[config.mk]
export PLATFORM = sky130hd
export DESIGN_NAME = ps2_rx_fifo_flat
export DESIGN_NICKNAME = d
export VERILOG_FILES = /design/src/rtl/ps2_rx_fifo_if.sv /design/src/rtl/ps2_rx_fifo.sv /design/src/flat_wrapper.sv
export SDC_FILE = /design/constraint.sdc
export NUM_CORES = 1
export LEC_CHECK = 0
export CAP_MARGIN = 15
export CORE_MARGIN = 2
export CORE_UTILIZATION = 31
export DETAILED_ROUTE_END_ITERATION = 12
export PLACE_DENSITY_LB_ADDON = 0.25
export SLEW_MARGIN = 20
export SYNTH_ARGS = -nofsm -noshare
export SYNTH_HDL_FRONTEND = slang
export SYNTH_SLANG_ARGS = --single-unit
[constraint.sdc]
create_clock -name CLK -period 6.8 [get_ports CLK]
set_input_delay 1.36 -clock CLK [delete_from_list [all_inputs] [get_ports CLK]]
set_output_delay 1.36 -clock CLK [all_outputs]
set_load 0.01 [all_outputs]
[src/rtl/ps2_rx_fifo_if.sv]
// rtl/ps2_rx_fifo_if.sv - PS/2 line and Z180 register-read signals for ps2_rx_fifo
interface ps2_rx_fifo_if;
   logic       KB_CLK;
   logic       KB_DATA;
   logic       SEL;
   logic       A0;
   logic [7:0] DOUT;
   logic       INT;

   // Drives the keyboard lines and the read strobe; sees read data and interrupt
   modport master (
      output KB_CLK, KB_DATA, SEL, A0,
      input  DOUT, INT
   );

   // The receiver itself
   modport slave (
      input  KB_CLK, KB_DATA, SEL, A0,
      output DOUT, INT
   );
endinterface

[src/rtl/ps2_rx_fifo.sv]
// rtl/ps2_rx_fifo.sv - PS/2 keyboard receiver with scan-code FIFO, status flags and IRQ
module ps2_rx_fifo #(
   parameter int DEPTH        = 4,
   parameter int SYNC_STAGES  = 2,
   parameter int FILTER       = 4,
   parameter int SAMPLE_DELAY = 8,
   parameter int TIMEOUT      = 4096
) (
   input  logic          CLK,
   input  logic          RST,
   ps2_rx_fifo_if.slave  bus
);
   localparam int PW = $clog2(DEPTH);
   localparam int CW = PW + 1;
   localparam int FW = $clog2(FILTER + 1);
   localparam int DW = $clog2(SAMPLE_DELAY + 1);
   localparam int TW = $clog2(TIMEOUT + 1);

   typedef enum logic [1:0] {S_IDLE, S_WAIT, S_SAMPLE} state_t;

   logic [SYNC_STAGES-1:0] kc_sync_q, kd_sync_q;
   logic                   kc_s, kd_s;
   logic [FW-1:0]          flt_cnt_q;
   logic                   kc_f_q, kc_f_prev_q;
   logic                   fall;

   state_t                 state_q, state_d;
   logic [DW-1:0]          dly_q, dly_d;
   logic [3:0]             bitcnt_q, bitcnt_d;
   logic [9:0]             frame_q, frame_d;
   logic [TW-1:0]          to_cnt_q, to_cnt_d;
   logic                   frame_done, to_abort;

   logic [10:0]            rx_frame;
   logic                   ferr_frame, perr_frame, good;

   logic [7:0]             mem_q [DEPTH];
   logic [PW-1:0]          rd_ptr_q, wr_ptr_q;
   logic [CW-1:0]          count_q;
   logic                   full, not_empty;
   logic                   sel_q, a0_q;
   logic                   pop_req, st_clr, do_pop, do_push;
   logic                   perr_q, ferr_q, ovr_q;
   logic                   perr_set, ferr_set, ovr_set;
   logic [7:0]             status;

   assign kc_s = kc_sync_q[SYNC_STAGES-1];
   assign kd_s = kd_sync_q[SYNC_STAGES-1];
   assign fall = kc_f_prev_q & ~kc_f_q;

   // Synchronise the PS/2 lines and debounce the clock; idle line is high
   always_ff @(posedge CLK) begin
      if (!RST) begin
         kc_sync_q   <= '1;
         kd_sync_q   <= '1;
         flt_cnt_q   <= '0;
         kc_f_q      <= 1'b1;
         kc_f_prev_q <= 1'b1;
      end else begin
         kc_sync_q   <= {kc_sync_q[SYNC_STAGES-2:0], bus.KB_CLK};
         kd_sync_q   <= {kd_sync_q[SYNC_STAGES-2:0], bus.KB_DATA};
         kc_f_prev_q <= kc_f_q;
         if (kc_s == kc_f_q) begin
            flt_cnt_q <= '0;
         end else if (flt_cnt_q == FW'(FILTER - 1)) begin
            kc_f_q    <= kc_s;
            flt_cnt_q <= '0;
         end else begin
            flt_cnt_q <= flt_cnt_q + FW'(1);
         end
      end
   end

   // Receive FSM state register
   always_ff @(posedge CLK) begin
      if (!RST) begin
         state_q  <= S_IDLE;
         dly_q    <= '0;
         bitcnt_q <= '0;
         frame_q  <= '0;
         to_cnt_q <= '0;
      end else begin
         state_q  <= state_d;
         dly_q    <= dly_d;
         bitcnt_q <= bitcnt_d;
         frame_q  <= frame_d;
         to_cnt_q <= to_cnt_d;
      end
   end

   // Receive FSM next state: wait out the sample delay, capture bits, abort stalled frames
   always_comb begin
      state_d    = state_q;
      dly_d      = dly_q;
      bitcnt_d   = bitcnt_q;
      frame_d    = frame_q;
      to_cnt_d   = to_cnt_q;
      frame_done = 1'b0;
      to_abort   = 1'b0;
      case (state_q)
         S_IDLE: begin
            if (fall) begin
               state_d = S_WAIT;
               dly_d   = '0;
            end else if (bitcnt_q != 4'd0) begin
               if (to_cnt_q == TW'(TIMEOUT)) begin
                  to_abort = 1'b1;
                  bitcnt_d = '0;
                  to_cnt_d = '0;
               end else begin
                  to_cnt_d = to_cnt_q + TW'(1);
               end
            end else begin
               to_cnt_d = '0;
            end
         end
         S_WAIT: begin
            if (dly_q == DW'(SAMPLE_DELAY - 1)) state_d = S_SAMPLE;
            else                                dly_d   = dly_q + DW'(1);
         end
         S_SAMPLE: begin
            state_d = S_IDLE;
            if (bitcnt_q == 4'd10) begin
               frame_done = 1'b1;
               bitcnt_d   = '0;
            end else begin
               frame_d[bitcnt_q] = kd_s;
               bitcnt_d          = bitcnt_q + 4'd1;
            end
         end
         default: state_d = S_IDLE;
      endcase
      if (fall) to_cnt_d = '0;
   end

   // The stop bit is taken live in the final SAMPLE cycle
   assign rx_frame   = {kd_s, frame_q};
   assign ferr_frame = rx_frame[0] | ~rx_frame[10];
   assign perr_frame = ~(^rx_frame[9:1]);
   assign good       = frame_done & ~ferr_frame & ~perr_frame;

   assign full      = (count_q == CW'(DEPTH));
   assign not_empty = (count_q != '0);
   assign pop_req   = sel_q & ~bus.SEL & ~a0_q;
   assign st_clr    = sel_q & ~bus.SEL & a0_q;
   assign do_pop    = pop_req & not_empty;
   assign do_push   = good & (~full | do_pop);
   assign ovr_set   = good & full & ~do_pop;
   assign perr_set  = frame_done & perr_frame;
   assign ferr_set  = (frame_done & ferr_frame) | to_abort;

   // FIFO pointers, count, read-strobe edge detect and sticky error flags
   always_ff @(posedge CLK) begin
      if (!RST) begin
         rd_ptr_q <= '0;
         wr_ptr_q <= '0;
         count_q  <= '0;
         sel_q    <= 1'b0;
         a0_q     <= 1'b0;
         perr_q   <= 1'b0;
         ferr_q   <= 1'b0;
         ovr_q    <= 1'b0;
      end else begin
         sel_q <= bus.SEL;
         if (bus.SEL) a0_q <= bus.A0;
         if (do_push) wr_ptr_q <= wr_ptr_q + PW'(1);
         if (do_pop)  rd_ptr_q <= rd_ptr_q + PW'(1);
         case ({do_push, do_pop})
            2'b10:   count_q <= count_q + CW'(1);
            2'b01:   count_q <= count_q - CW'(1);
            default: count_q <= count_q;
         endcase
         perr_q <= (perr_q & ~st_clr) | perr_set;
         ferr_q <= (ferr_q & ~st_clr) | ferr_set;
         ovr_q  <= (ovr_q  & ~st_clr) | ovr_set;
      end
   end

   // FIFO storage; contents are don't-care until written
   always_ff @(posedge CLK) begin
      if (do_push) mem_q[wr_ptr_q] <= rx_frame[8:1];
   end

   assign status   = {3'b000, ovr_q, ferr_q, perr_q, full, not_empty};
   assign bus.DOUT = !bus.SEL  ? 8'h00 :
                     bus.A0    ? status :
                     not_empty ? mem_q[rd_ptr_q] : 8'h00;
   assign bus.INT  = not_empty;
endmodule

[src/flat_wrapper.sv]
// flat-port wrapper written by rule: the top's interface ports become plain ports
module ps2_rx_fifo_flat 
#(
   parameter int DEPTH        = 4,
   parameter int SYNC_STAGES  = 2,
   parameter int FILTER       = 4,
   parameter int SAMPLE_DELAY = 8,
   parameter int TIMEOUT      = 4096
)
  (CLK, RST, bus_KB_CLK, bus_KB_DATA, bus_SEL, bus_A0, bus_DOUT, bus_INT);
  ps2_rx_fifo_if bus_i ();
  input  logic CLK;
  input  logic RST;
  input wire logic [$bits(bus_i.KB_CLK)-1:0] bus_KB_CLK;
  input wire logic [$bits(bus_i.KB_DATA)-1:0] bus_KB_DATA;
  input wire logic [$bits(bus_i.SEL)-1:0] bus_SEL;
  input wire logic [$bits(bus_i.A0)-1:0] bus_A0;
  output wire logic [$bits(bus_i.DOUT)-1:0] bus_DOUT;
  output wire logic [$bits(bus_i.INT)-1:0] bus_INT;
  assign bus_i.KB_CLK = bus_KB_CLK;
  assign bus_i.KB_DATA = bus_KB_DATA;
  assign bus_i.SEL = bus_SEL;
  assign bus_i.A0 = bus_A0;
  assign bus_DOUT = bus_i.DOUT;
  assign bus_INT = bus_i.INT;
  ps2_rx_fifo #(.DEPTH(DEPTH), .SYNC_STAGES(SYNC_STAGES), .FILTER(FILTER), .SAMPLE_DELAY(SAMPLE_DELAY), .TIMEOUT(TIMEOUT)) u_core (.CLK(CLK), .RST(RST), .bus(bus_i));
endmodule
==> metrics list <==
* Top-Level Pins: 15
- Hold-critical path depth: 1
- STA classifies the critical path endpoint as an output pin.
- The worst setup path is of the in -> out kind.
- In this run the cell area measured after placement is 0.004156 sq mm.
* Total clock buffers created by CTS: 9
- Most area-hungry cell type in the Yosys netlist: sky130_fd_sc_hd__dfxtp_1
- The net count of the finished layout is 372.
* Max-slew violations: 0
- Count of endpoints failing hold in the final timing report: 0
* P&R area growth vs syn: 16.14%
- When the netlist entered floorplanning its net count stood at 358.
* Hold endpoint: u_core.kc_sync_q[1]
* Post-route worst setup slack: 2.384 ns
* Post-DP HPWL: roughly 4500 um
* Worst setup slack before clock tree synthesis: 2.359 ns
- Cells after synthesis: between 300 and 400
* Total of endpoints with negative setup slack in the final report: 0
- Buffers placed on the I/O ports in this run total 14.
* Die Span Y: 115.4 um
- Proportion of synthesized chip area in sequential cells: 0.5413
- The flow ran to the end, and the final reports show no timing, DRC or antenna violations.
- In this run, distinct cell masters in the synthesized netlist total around 40.
- The first global-routing pass estimated 11,070 um of wire.
- Synth warnings: 0
- The tree is rooted in a sky130_fd_sc_hd__clkbuf_16.
- The worst hold path belongs to the class reg -> reg.
* TritonCTS clock tree: built
- Number of max-cap violations: 0
- Clock-pin slew was measured on the worst setup and hold paths at 0.06 ns.
- Post-layout minimum cycle time: between 4 and 5 ns
- The initialized floorplan defines 40 standard-cell rows.
- Remaining antenna violation count: 0
- Data arrives at the worst endpoint at approximately 3.1 ns.
- Dividing the detail-routed via count by the number of cells gives ~4.4.
* Post-route core utilization: 0.3703
- Total number of H-tree levels: 3
- Adding up every negative setup slack in the final design gives 0 ns.
- Summed over all layers, the routed wires come to ~6400 um.
- In the final layout, the share of cells above drive strength 1 is 0.08864.
* Non-filler cells, final: 529
* Insertion delay of the later-clocked pin in the worst-skew pair: 0.34 ns
- At the worst endpoint, the required time is between 5 and 6 ns.
* Top flip-flop cell by instance count after synthesis: sky130_fd_sc_hd__dfxtp_1
- Pin count of the biggest net entering global routing: 44
- The initial utilization of the core area, before any placement, comes to 0.3189.
- The synthesized netlist occupies a cell area of 0.003846 sq mm.
- In this run the horizontal extent of the chip is 115.4 um.
- STA classifies the critical path startpoint as an input pin.
- Number of global-route vias before repair: 2,240
- In this run, synthesis inferred 32 flip-flops with an integrated enable.
- In the synthesized netlist the async set-or-reset flop fraction comes to 0.
- Highest fanout seen on the critical path: 8
* Average wire per standard cell: 12.19 um
- Proportion of netlist area held by the largest area contributor: 0.2915
- Number of remaining DRC errors: 0
- Post-synthesis area per instance: between 10 and 15 sq um
- With fillers left out, the area of the finished cells amounts to around 0.0045 sq mm.
- The congestion estimate from routability-driven global placement came to 0.7444.
- Die Outline Area: 0.01331 sq mm
- Reg-to-reg startpoint: u_core.frame_q[1]
- Ranked by instance count, the synthesized netlist is headed by 56 x sky130_fd_sc_hd__dfxtp_1, 32 x sky130_fd_sc_hd__edfxtp_1, 32 x sky130_fd_sc_hd__nor2_1.
- Sinks on Clock Net: 88
- In this run, post-CTS hold repair placed 0 buffers.
- The worst register-to-register path has a depth of 5.
- Most repeated cell in the gate-level netlist after synthesis: sky130_fd_sc_hd__dfxtp_1
* Via total after detailed routing: 2,336
- All-layer global routing usage: 0.1081
* Worst hold start: u_core.kc_sync_q[0]
- After the first detailed-routing iteration, the DRC count stood at 122.
- Power per standard cell area: 238.1 mW/mm^2
* Largest cells by area after synthesis: sky130_fd_sc_hd__dfxtp_1 29%, sky130_fd_sc_hd__edfxtp_1 25%, sky130_fd_sc_hd__mux4_2 4.7%
- R2R setup slack: 4.32 ns
- Postcts setup bufs: 0
- After synthesis the netlist holds a flip-flop and latch count of 88.
- Fraction of the cycle the final worst path needs: 0.6495
- Maximum clock path buffer count: 2
- Unrepaired setup endpoints after global routing: false
* Static leakage power: 1.570 nW
- Worst-Margin Slew: around 0.53 ns
- Worst IR drop on VDD: 0.1221 mV
* Worst slew margin relative to its limit: 0.6430
* Initial antenna violation count: 0
- Once the clock tree was built, the resizer swapped 0 gates to a different size.
- The number of placed instances, taps included, is between 500 and 600.
- In this run the standard cell core region covers 0.01206 sq mm.
- Number of diodes added for antenna fixing: 0
- Layout Skew: between 0.007 and 0.008 ns
- Highest clock frequency the design can meet: between 0.2 and 0.25 GHz
- For this run, the detailed router's first-pass iteration total came to 4.
* R2r endpoint: u_core.mem_q[0][3]
- Overall overflow remaining after global route: 0
## worst max path at each step
stage	start	to	slack (ns)	cells past startpoint
after floorplan	bus_A0	bus_DOUT[5]	3.40	3
after detailed placement	bus_SEL	bus_DOUT[6]	2.36	5
after CTS	bus_SEL	bus_DOUT[6]	2.36	5
final	bus_SEL	bus_DOUT[6]	2.38	5
after global routing	bus_SEL	bus_DOUT[6]	2.26	5
after global placement	bus_SEL	bus_DOUT[6]	2.40	5
## metrics by stage
stage | hold WS (ns) | power [W]
6_report | 0.4111 | 0.001063
4_1_cts | 0.4169 | 0.001080
3_3_place_gp | 0.3895 | 0.0005700
3_5_place_dp | 0.3970 | 0.0005702
2_1_floorplan | 0.3863 | 0.0005644
5_1_grt | 0.4304 | 0.001103
## routing by layer
layer	routed length (um)	GRT usage	up-vias
met4	98	0.04418	0
met5	0	0	-
met3	250	0.03374	9
li1	-	-	1221
met1	3230	0.1444	1075
met2	2868	0.1630	31
## state kept, by name, indices dropped and copies added, names as in the netlist, 3 cells and up, named ones only
register	flops
u_core.to_cnt_q	13
u_core.bitcnt_q	4
u_core.mem_q	32
u_core.flt_cnt_q	3
u_core.dly_q	4
u_core.frame_q	10
u_core.count_q	3
## worst max-delay path, stage by stage
cell and delay [ns]:
sky130_fd_sc_hd__clkdlybuf4s50_1 0.59, sky130_fd_sc_hd__nand2_1 0.13, sky130_fd_sc_hd__or2_2 0.32, sky130_fd_sc_hd__nor2b_1 0.11, sky130_fd_sc_hd__clkdlybuf4s50_1 0.54
## cells by family after synthesis
kind of cell	synth area share
and+or+nand+nor	0.2043
DFF	0.5413
AOI/OAI and AO/OA	0.04652
xor gates and xnor gates	0.06441
muxes	0.08978
buffers and inverters	0.01920
adders and majority gates	0.03448
## cells in the final DEF (no fill, tap or decap), types with 9 or more instances in the layout
cell	n
sky130_fd_sc_hd__and2_1	14
sky130_fd_sc_hd__clkbuf_16	9
sky130_fd_sc_hd__mux2i_1	14
sky130_fd_sc_hd__clkdlybuf4s50_1	14
sky130_fd_sc_hd__nor2b_1	26
sky130_fd_sc_hd__xnor2_1	11
sky130_fd_sc_hd__nor2_1	32
sky130_fd_sc_hd__dfxtp_1	56
sky130_fd_sc_hd__nand2_1	30
sky130_fd_sc_hd__edfxtp_1	32
sky130_fd_sc_hd__ha_1	9
sky130_fd_sc_hd__xor2_1	12
## final cells by class
class                           count  area (sq um)
Clock buffer                        9         225.2
Tap cell                          168         210.2
Timing Repair Buffer               15         147.6
Inverter                            7         26.28
Clock inverter                      7         85.08
Sequential cell                    88          2082
Fill cell                        1217          7595
Multi-Input combinational cell    235          1690
## report_power, final
group / internal (W) / switching [W] / total [W]
logic: 0.00000675 / 0.00000644 / 0.0000132
clock network: 0.000292 / 0.000213 / 0.000505
registers: 0.000543 / 0.00000163 / 0.000545
total: 0.000842 / 0.000221 / 0.00106
No activity file was read; power rests on OpenSTA's default activity.
